File: config.mk
export PLATFORM = sky130hd
export DESIGN_NAME = screen_timing
export DESIGN_NICKNAME = d
export VERILOG_FILES = /design/src/rtl/screen_timing.sv
export SDC_FILE = /design/constraint.sdc
export NUM_CORES = 1
export LEC_CHECK = 0
export ABC_AREA = 0
export ABC_CLOCK_PERIOD_IN_PS = 4300
export BUFFER_PORTS_ARGS = -buffer_cell sky130_fd_sc_hd__buf_2
export CELL_PAD_IN_SITES_DETAIL_PLACEMENT = 1
export CELL_PAD_IN_SITES_GLOBAL_PLACEMENT = 2
export CORE_MARGIN = 8
export CORE_UTILIZATION = 39
export CTS_CLUSTER_SIZE = 16
export DETAILED_ROUTE_END_ITERATION = 7
export PLACE_DENSITY = 0.8
export REMOVE_ABC_BUFFERS = 1
export SETUP_SLACK_MARGIN = 0.1
export SLEW_MARGIN = 10
export SYNTH_ARGS = -nofsm -noshare
export SYNTH_HDL_FRONTEND = slang
export SYNTH_SLANG_ARGS = --single-unit
File: constraint.sdc
create_clock -name clk -period 4.3 [get_ports clk]
set_clock_uncertainty 0.2 [all_clocks]
set_input_delay 0.215 -clock clk [delete_from_list [all_inputs] [get_ports clk]]
set_output_delay 0.215 -clock clk [all_outputs]
set_load 0.05 [all_outputs]
File: src/rtl/screen_timing.sv
// Raster timing generator: free-running h/v counters, prefetch coordinate issue and
// display outputs aligned PF_LEAD+1 cycles later. Optional blink output: SCREEN_TIMING_BLINK_EN.
module screen_timing #(
  parameter int H_ACTIVE = 832,
  parameter int H_FP     = 32,
  parameter int H_SYNC   = 64,
  parameter int H_BP     = 96,
  parameter int V_ACTIVE = 448,
  parameter int V_FP     = 3,
  parameter int V_SYNC   = 6,
  parameter int V_BP     = 23,
  parameter int PF_LEAD  = 2
) (
  input  logic       clk,
  input  logic       rstn,
  input  logic       run,
  output logic [9:0] pf_pix_row,
  output logic [9:0] pf_pix_col,
  output logic       pf_valid,
  input  logic [7:0] pix_val,
  output logic [7:0] pix_out,
  output logic       de,
  output logic       hsync,
  output logic       vsync,
`ifdef SCREEN_TIMING_BLINK_EN
  output logic       blink,
`endif
  output logic       frame_start
);

  localparam int H_TOTAL = H_ACTIVE + H_FP + H_SYNC + H_BP;
  localparam int V_TOTAL = V_ACTIVE + V_FP + V_SYNC + V_BP;

  localparam logic [10:0] H_LAST = 11'(H_TOTAL - 1);
  localparam logic [10:0] V_LAST = 11'(V_TOTAL - 1);
  // 12-bit bounds so sync windows ending exactly at 2048 still compare correctly
  localparam logic [11:0] H_ACT  = 12'(H_ACTIVE);
  localparam logic [11:0] HS_BEG = 12'(H_ACTIVE + H_FP);
  localparam logic [11:0] HS_END = 12'(H_ACTIVE + H_FP + H_SYNC);
  localparam logic [11:0] V_ACT  = 12'(V_ACTIVE);
  localparam logic [11:0] VS_BEG = 12'(V_ACTIVE + V_FP);
  localparam logic [11:0] VS_END = 12'(V_ACTIVE + V_FP + V_SYNC);

  if (H_TOTAL > 2048 || V_TOTAL > 2048 || H_ACTIVE > 1024 || V_ACTIVE > 1024) begin : g_bad_geom
    $error("screen_timing: raster geometry out of range");
  end
  if (PF_LEAD < 1 || PF_LEAD > 4) begin : g_bad_lead
    $error("screen_timing: PF_LEAD must be 1..4");
  end

  logic [10:0] h_cnt, v_cnt, h_nxt, v_nxt;
  logic        running;
  logic        act_nxt, hs_nxt, vs_nxt, org_nxt;
  logic [PF_LEAD:0] vld_pipe, hs_pipe, vs_pipe, org_pipe;

  // First sampled run keeps the counters at 0,0 so pixel (0,0) is issued right away.
  always_comb begin
    h_nxt = '0;
    v_nxt = '0;
    if (run && running) begin
      if (h_cnt != H_LAST) begin
        h_nxt = h_cnt + 11'd1;
        v_nxt = v_cnt;
      end else if (v_cnt != V_LAST) begin
        v_nxt = v_cnt + 11'd1;
      end
    end
  end

  assign act_nxt = run && ({1'b0, h_nxt} < H_ACT) && ({1'b0, v_nxt} < V_ACT);
  assign hs_nxt  = !(run && ({1'b0, h_nxt} >= HS_BEG) && ({1'b0, h_nxt} < HS_END));
  assign vs_nxt  = !(run && ({1'b0, v_nxt} >= VS_BEG) && ({1'b0, v_nxt} < VS_END));
  assign org_nxt = act_nxt && (h_nxt == '0) && (v_nxt == '0);
  assign pf_valid = vld_pipe[0];

  always_ff @(posedge clk or negedge rstn) begin
    if (!rstn) begin
      running    <= 1'b0;
      h_cnt      <= '0;
      v_cnt      <= '0;
      pf_pix_row <= '0;
      pf_pix_col <= '0;
      vld_pipe   <= '0;
      hs_pipe    <= '1;
      vs_pipe    <= '1;
      org_pipe   <= '0;
    end else begin
      running    <= run;
      h_cnt      <= h_nxt;
      v_cnt      <= v_nxt;
      pf_pix_col <= act_nxt ? h_nxt[9:0] : '0;
      pf_pix_row <= act_nxt ? v_nxt[9:0] : '0;
      vld_pipe   <= {vld_pipe[PF_LEAD-1:0], act_nxt};
      hs_pipe    <= {hs_pipe[PF_LEAD-1:0],  hs_nxt};
      vs_pipe    <= {vs_pipe[PF_LEAD-1:0],  vs_nxt};
      org_pipe   <= {org_pipe[PF_LEAD-1:0], org_nxt};
    end
  end

  always_ff @(posedge clk or negedge rstn) begin
    if (!rstn) begin
      pix_out     <= '0;
      de          <= 1'b0;
      hsync       <= 1'b1;
      vsync       <= 1'b1;
      frame_start <= 1'b0;
    end else begin
      pix_out     <= vld_pipe[PF_LEAD] ? pix_val : '0;
      de          <= vld_pipe[PF_LEAD];
      hsync       <= hs_pipe[PF_LEAD];
      vsync       <= vs_pipe[PF_LEAD];
      frame_start <= org_pipe[PF_LEAD];
    end
  end

`ifdef SCREEN_TIMING_BLINK_EN
  logic [4:0] frame_cnt;

  always_ff @(posedge clk or negedge rstn) begin
    if (!rstn)
      frame_cnt <= '0;
    else if (!run)
      frame_cnt <= '0;
    else if (running && h_cnt == H_LAST && v_cnt == V_LAST)
      frame_cnt <= frame_cnt + 5'd1;
  end

  assign blink = frame_cnt[4];
`endif

endmodule

# Word level (Yosys, flattened, before mapping)
# Cells that the tools add are included.
word_totals:
  register_bits: 67
  input_bits: 11
  out_inout_bits: 33
  word_cells: 45
classes:
  n_lt_le_gt_ge: 6
  add_sub_neg: 2
  n_eq_ne: 2
  n_mux: 8
  reduce_logical: 13
ops:
  columns: ["operator", "count"]
  rows:
  - ["$mux W11", 5]
  - ["$add A11 B1 Y11 const B", 2]
  - ["$logic_not A11 Y1", 2]
  - ["$lt A11 B10 Y1 const B", 2]
  - ["$lt A11 B9 Y1 const B", 2]
  - ["$mux W10", 2]
  - ["$ge A11 B10 Y1 const B", 1]
  - ["$ge A11 B9 Y1 const B", 1]
  - ["$ne A11 B10 Y1 const B", 1]
  - ["$ne A11 B9 Y1 const B", 1]
  - ["$logic_and A1 B1 Y1", 9]
  - ["$mux W8", 1]
  - ["$logic_not A1 Y1", 2]

# Longest topological paths before layout
# Gate-level depths: netlist of the first run.
depth:
  ltp_word: 8
  ltp_mapped: 10
  ltp_nobuf: 7

# Worst setup path before layout of the first run
# Ideal clock, no wire load.
synth_timing:
  path_kind: "flip-flop to flip-flop"
  start: "reg h_cnt[0]"
  end: "reg pf_pix_row[3]"
  path_buffers: 2
  setup_ns: 0.139
  synth_period_minus_slack_ns: 2.716
  stages_incl_launch_ff: 10
  slack_ns: 1.584
  required_time_ns: 3.961
  arrival_time_ns: 2.377
  path_cell_list: "dfrtp_1 > ha_1 > nand4b_1 > or3_1 > buf_2 > or4_1 > and4bb_4 > o21ai_4 > buf_4 > nor3_1"
synth_between:
  elab_chain_cells: 7
  elab_cells_between_ends: 11
  cone_classes: "1 x add/sub; 2 x order compare; 1 x eq/ne; 5 x mux; 2 x reduce/logical"
synth_lines:
  columns: ["element", "line_no", "rtl"]
  rows:
  - ["start, declared", "51", "logic [10:0] h_cnt, v_cnt, h_nxt, v_nxt;"]
  - ["start signal, assigned", "89", "h_cnt <= h_nxt;"]
  - ["$add A11 B1 Y11 or $ne A11 B10 Y1 (tied branches)", "62, 61", null]
  - ["$mux W11", "61", "if (h_cnt != H_LAST) begin"]
  - ["$mux W11", "60", "if (run && running) begin"]
  - ["$lt A11 B10 Y1", "70", "assign act_nxt = run && ({1'b0, h_nxt} < H_ACT) && ({1'b0, v_nxt} < V_ACT);"]
  - ["$logic_and A1 B1 Y1 (2 in a row)", "70", null]
  - ["$mux W10 (*)", "92", "pf_pix_row <= act_nxt ? v_nxt[9:0] : '0;"]
  - ["end signal, assigned", "92", null]
  - ["end, declared", "17", "output logic [9:0] pf_pix_row,"]
# Mark *: on every way between the ends. The rest lies on a longest branch, timed or not.

# Worst setup path after layout of the first run
layout_timing:
  start: "reg h_cnt[0]"
  end: "reg pf_pix_col[5]"
layout_between:
  elab_chain_cells: 7
  elab_cells_between_ends: 11
  cone_classes: "1 x add/sub; 2 x order compare; 1 x eq/ne; 5 x mux; 2 x reduce/logical"
layout_lines:
  columns: ["element", "line_no", "rtl"]
  rows:
  - ["$add A11 B1 Y11 or $ne A11 B10 Y1 (tied branches)", "62, 61", null]
  - ["$mux W11", "61", null]
  - ["$mux W11", "60", null]
  - ["$lt A11 B10 Y1", "70", null]
  - ["$logic_and A1 B1 Y1 (2 in a row)", "70", null]
  - ["$mux W10 (*)", "91", "pf_pix_col <= act_nxt ? h_nxt[9:0] : '0;"]
  - ["end signal, assigned", "91", null]
  - ["end, declared", "18", "output logic [9:0] pf_pix_col,"]
# Marked as above.

==> results of run 1 <==
==> synth_stat cells, drive strengths merged, types with 2 or more instances <==
library cell / count / area share
o21ai: 9 / 0.021
and2: 9 / 0.020
or3: 7 / 0.015
xnor2: 4 / 0.012
nand4b: 2 / 0.0062
nand4: 5 / 0.016
clkbuf: 3 / 0.0040
buf: 7 / 0.018
nor2: 14 / 0.019
ha: 2 / 0.0089
a21oi: 7 / 0.012
o21a: 2 / 0.0053
dfrtp: 59 / 0.52
inv: 23 / 0.031
nand3: 6 / 0.011
a2111oi: 2 / 0.0062
nand2: 13 / 0.017
nor4: 13 / 0.035
nor3: 24 / 0.044
o311ai: 2 / 0.0089
o211ai: 4 / 0.011
o31a: 2 / 0.0062
o31ai: 4 / 0.014
dfstp: 8 / 0.074
xor2: 3 / 0.0093
a311o: 2 / 0.0071
==> cell type report <==
cell class / count / area [um2] / share of cell area
tap: 99 / 124 / 0.0360
timing repair buffer: 58 / 353 / 0.103
inverter: 23 / 86.3 / 0.0251
multi-input combinational: 151 / 992 / 0.288
sequential: 67 / 1690 / 0.490
clock buffer: 9 / 124 / 0.0360
clock inverter: 7 / 76.3 / 0.0222
==> repair_timing <==
item	4_1_cts	5_1_grt
buffers inserted	0	0
hold buffers	10	0
endpoints found under the hold margin	44	0
==> sequential cells by signal, summed over array words and instances, names as in the netlist <==
name,flops
h_cnt,11
v_cnt,11
pf_pix_col,10
pf_pix_row,10
pix_out,8
hs_pipe,3
org_pipe,3
vld_pipe,3
vs_pipe,3
de,1
frame_start,1
hsync,1
running,1
vsync,1
==> stage by stage <==
step	utilization	hold WS (ps)	power (mW)	setup WS (ps)
after CTS	0.482	156	1.26	728
after global routing	0.482	165	1.29	416
after detailed placement	0.440	140	0.728	738
after global placement	0.440	132	0.726	902
final	0.482	152	1.24	732
after floorplan	-	-281	0.695	1130
==> per-layer routing <==
metal	part of all wire	wire, um
met1	0.43	2930
met2	0.51	3460
met3	0.039	261
met4	0.014	93
met5	0	0
==> path summary, 6_finish.rpt <==
check / startpoint / end / slack (ps) / cells after the start
setup reg to reg: h_cnt[0]$_DFF_PN0_ / pf_pix_col[5]$_DFF_PN0_ / 730 / 8
setup / recovery: h_cnt[0]$_DFF_PN0_ / pf_pix_col[5]$_DFF_PN0_ / 730 / 8
hold / removal: vld_pipe[1]$_DFF_PN0_ / vld_pipe[2]$_DFF_PN0_ / 150 / 0
max in group asynchronous: rstn / pf_pix_row[1]$_DFF_PN0_ / 2710 / 3
hold reg to reg: vld_pipe[1]$_DFF_PN0_ / vld_pipe[2]$_DFF_PN0_ / 150 / 0
min in group asynchronous: rstn / v_cnt[4]$_DFF_PN0_ / 340 / 2
==> report_power, final <==
group / internal [mW] / switching, mW / leakage [nW]
Clock: 0.270 / 0.249 / 0.0958
Sequential: 0.641 / 0.00476 / 0.877
Combinational: 0.0202 / 0.0552 / 0.631
Total: 0.931 / 0.309 / 1.60
==> logic make-up (layout without fill, tap and decap cells) <==
family                     after synthesis  count (layout)  synth area share
other                                    1               1           0.00133
muxes                                    2               2           0.00753
buffers and inverters                   33              97            0.0522
and+or+nand+nor                         98              98             0.201
adders and majority gates                2               2           0.00885
xor gates and xnor gates                 7               7            0.0217
AOI/OAI and AO/OA                       41              41             0.111
DFF                                     67              67             0.597
==> run metrics, run 1 <==
status complete, no violations; Final ANT Viol Nets 0; Fillers about 800; Starting Density 0.396; Congestion Overflow GR 0; number of distinct library cells after synthesis 50; Die Y 101 um; Top FF cell, synth dfrtp_1; CP arrival about 3600 ps; number of synthesized flops with an enable pin 0; syn avg cell area approximately 11 um2; Hold Crit Class register to register; TritonRoute pass-1 iters 4; vias in the first global route 2336; largest net degree at the start of global routing 45; row count 31; share of layout cells above drive strength 1 0.270; drt first-iter violations 53; fin nets 323; register area share after synthesis 0.597; total number of yosys warnings 0; Critical Path RT between 4000 and 5000 ps; Most Used Layer, Global Route met2; critical-path cell list ha_1 -> nand4b_1 -> or3_1 -> nor2_1 -> a21oi_1 -> o311ai_2 -> buf_4 -> nor3_1; CP Launch Type register; Max-Cap Viols 0; Detail Placement HPWL approximately 4800 um; DR DRC count 0; GPL Wtd Cong between 0.7 and 0.8; cell leakage power ~1.6 nW; placed insts about 390; critical path endpoint category register; port buffer count 43; Final Hold Vio Count 0; routed via count around 2100; RSZ-0062 raised after global routing false; I/O pin total 44; CTS root buf clkbuf_8; die area about 0.010 mm2; initial antenna violation count 0; critical path type register to register; post-cts sizing count 0; # setup viols final 0; max-slew violation count 0; Max FO, Critical Path 15; final instance area about 0.0034 mm2; core outline area between 0.007 and 0.008 mm2; Buf/Inv on CP 1; routed wire length just under 7000 um; Vias/cell roughly 5; M1 GR Usage 0.168; Final Critical Period 3570 ps; Sink Count between 60 and 70; commonest non-fill, non-tap cell in the layout dfrtp_1; DIE WIDTH ~100 um; Cell Area, Placed 0.00314 mm2; max_slew headroom 0.401; Cells after Synth around 250; Pwr Density ~360 mW/mm2; worst vdd ir roughly 0.15 mV; Async S/R FF share, synth 1.00; first-pass GRT wire length around 12000 um; Cell Area, Synth between 0.002 and 0.003 mm2; worst slew pin tran around 900 ps; met2 usage 0.253; Synth-to-Final Area Change 21.8%; slowest CP cell o311ai_2; Clock Latency Late Sink roughly 350 ps; GRT Util Overall 0.147; Routed wire per std cell approximately 16 um; fin cells roughly 410; clk slew on worst S/H paths ~80 ps; Clock Tree Buf Depth 2; TritonCTS clock tree done; H-tree depth 3; Setup TNS 0 ps; Seq cells post-synth 67; most frequent cells in the layout dfrtp_1 (59), buf_2 (43), inv_1 (23), nor3_1 (23), nor2_1 (14); cts bufs inserted 9; M3 GR Usage 0.0392; number of diodes 0; final worst path period share 0.830; CP top delay family simple AND/OR/NAND/NOR gates; fmax 280 MHz; largest stage delay on the critical path 670 ps
Note: power is estimated with default switching activity, not from simulation.
==> inputs of run 2 (changes only) <==
Settings changed: ABC_CLOCK_PERIOD_IN_PS 4300 to 3100, CORE_UTILIZATION 39 to 33, PLACE_DENSITY 0.8 to 0.72.
Clock period 4.3 ns to 3.1 ns, I/O delays scaled along.
==> run 2 against run 1 <==
Worst setup slack worse by 370 ps. Sequential cell count is the same. Total power grew 41%. First-iteration DRC count is 38% higher. Cell area is 3.3% higher. Fmax grew 30%. Core utilization is 5.2 points lower. Cell count increased by 4.1%. Critical endpoint is now pf_pix_col[4]$_DFF_PN0_. Highest routed layer unchanged.
==> run metrics, run 2 (synthesis results as in run 1) <==
status complete, no violations; Synth-to-Final Area Change 25.9%; Sink Count 67; worst slew pin tran ~700 ps; RSZ-0062 raised after global routing false; initial antenna violation count 0; critical path type register to register; max-slew violation count 0; drt first-iter violations between 70 and 80; fin nets around 330; register area ~0.0017 mm2; die area 0.0118 mm2; GRT Util Overall 0.131; Final Hold Vio Count 0; Post-CTS Setup Bufs 0; Max-Cap Viols 0; H-tree depth 3; Die Y 109 um; number of diodes 0; core outline area between 0.008 and 0.009 mm2; most frequent cells in the layout dfrtp_1 (59), buf_2 (43), inv_1 (23), nor3_1 (23), buf_4 (15); routed wire length about 7000 um; Detail Placement HPWL a little under 5000 um; Fillers roughly 940; Routed wire per std cell about 16 um; DIE WIDTH between 100 and 150 um; share of layout cells above drive strength 1 0.301; TritonCTS clock tree done; Critical Path RT 3110 ps; DR DRC count 0; Hold Crit Class input pin to asynchronous set/reset pin; first-pass GRT wire length roughly 12000 um; port buffer count 43; CP Launch Type register; fmax ~370 MHz; final worst path period share 0.883; I/O pin total 44; critical path endpoint category register; row count 33; Clock Latency Late Sink roughly 350 ps; CP arrival approximately 2700 ps; Final ANT Viol Nets 0; Starting Density 0.342; commonest non-fill, non-tap cell in the layout dfrtp_1; # setup viols final 0; clk slew on worst S/H paths 80 ps; Setup TNS 0 ps; GPL Wtd Cong approximately 0.8; routed via count between 2000 and 2500; CTS root buf clkbuf_8; fin cells 431; Clock Tree Buf Depth 2; vias in the first global route roughly 2300; Vias/cell 4.98; placed insts between 400 and 500; area of the multi-input gates ~0.001 mm2; Max FO, Critical Path 15; largest registers h_cnt: 11 flops, v_cnt: 11 flops; cts bufs inserted 9; worst vdd ir roughly 0.20 mV; Tot Pwr about 1.7 mW; cell leakage power ~1.7 nW; max_slew headroom 0.536; largest net degree at the start of global routing 68; Pwr Density about 500 mW/mm2; TritonRoute pass-1 iters 5; Final Critical Period 2740 ps; Hold WS around 150 ps; Congestion Overflow GR 0
==> run 2: final cells by class <==
| cell class | instances | share of cell area |
|---|---|---|
| Inverter | 23 | 0.0243 |
| Timing Repair Buffer | 69 | 0.126 |
| Tap cell | 105 | 0.0369 |
| Sequential cell | 67 | 0.474 |
| Clock inverter | 7 | 0.0218 |
| Multi-Input combinational cell | 151 | 0.282 |
| Clock buffer | 9 | 0.0348 |
==> run 2: per-layer routing <==
| metal | vias to the layer above | global-route usage | part of all wire |
|---|---|---|---|
| li1 | 1030 | - | - |
| met1 | 1062 | 0.150 | 0.43 |
| met2 | 43 | 0.218 | 0.50 |
| met3 | 11 | 0.0452 | 0.050 |
| met4 | 0 | 0.0587 | 0.021 |
| met5 | - | 0 | 0 |
==> run 2: worst paths after layout <==
path                                       start                       to  slack [ps]  depth (start not counted)
max                           h_cnt[1]$_DFF_PN0_  pf_pix_col[4]$_DFF_PN0_         360                          8
min                                         rstn  pf_pix_col[3]$_DFF_PN0_         150                          3
max reg2reg                   h_cnt[1]$_DFF_PN0_  pf_pix_col[4]$_DFF_PN0_         360                          8
min reg2reg                org_pipe[0]$_DFF_PN0_    org_pipe[1]$_DFF_PN0_         150                          0
max in group asynchronous                   rstn     hs_pipe[0]$_DFF_PN1_        2220                          3
min in group clk           org_pipe[0]$_DFF_PN0_    org_pipe[1]$_DFF_PN0_         150                          0
==> run 2: critical path, cell delays in order (launching register included) <==
cell	delay, ps
dfrtp_1	400
ha_1	240
nand4b_1	140
or3_4	450
or4_1	520
and4bb_4	230
o21ai_4	120
buf_4	220
nor4_2	70
==> run 2: through the flow <==
stage	area (um2)	setup slack (ps)	util
2_1_floorplan	2770	-74.5	-
3_3_place_gp	3240	264	0.393
3_5_place_dp	3240	197	0.393
4_1_cts	3550	194	0.429
5_1_grt	3560	219	0.431
6_report	3560	363	0.431
==> run 2: repair_timing <==
item                                   in CTS  in global routing
endpoints found under the hold margin      76                  0
setup endpoints to repair                   0                 22
gates resized for setup                     0                  2
hold buffers                               10                  0
==> run 2: report_power, final <==
part           switching (mW)  internal (mW)  leakage [nW]
Combinational          0.0784         0.0324         0.690
Sequential            0.00581          0.888         0.877
Clock                   0.365          0.378         0.105
Total                   0.449           1.30          1.67
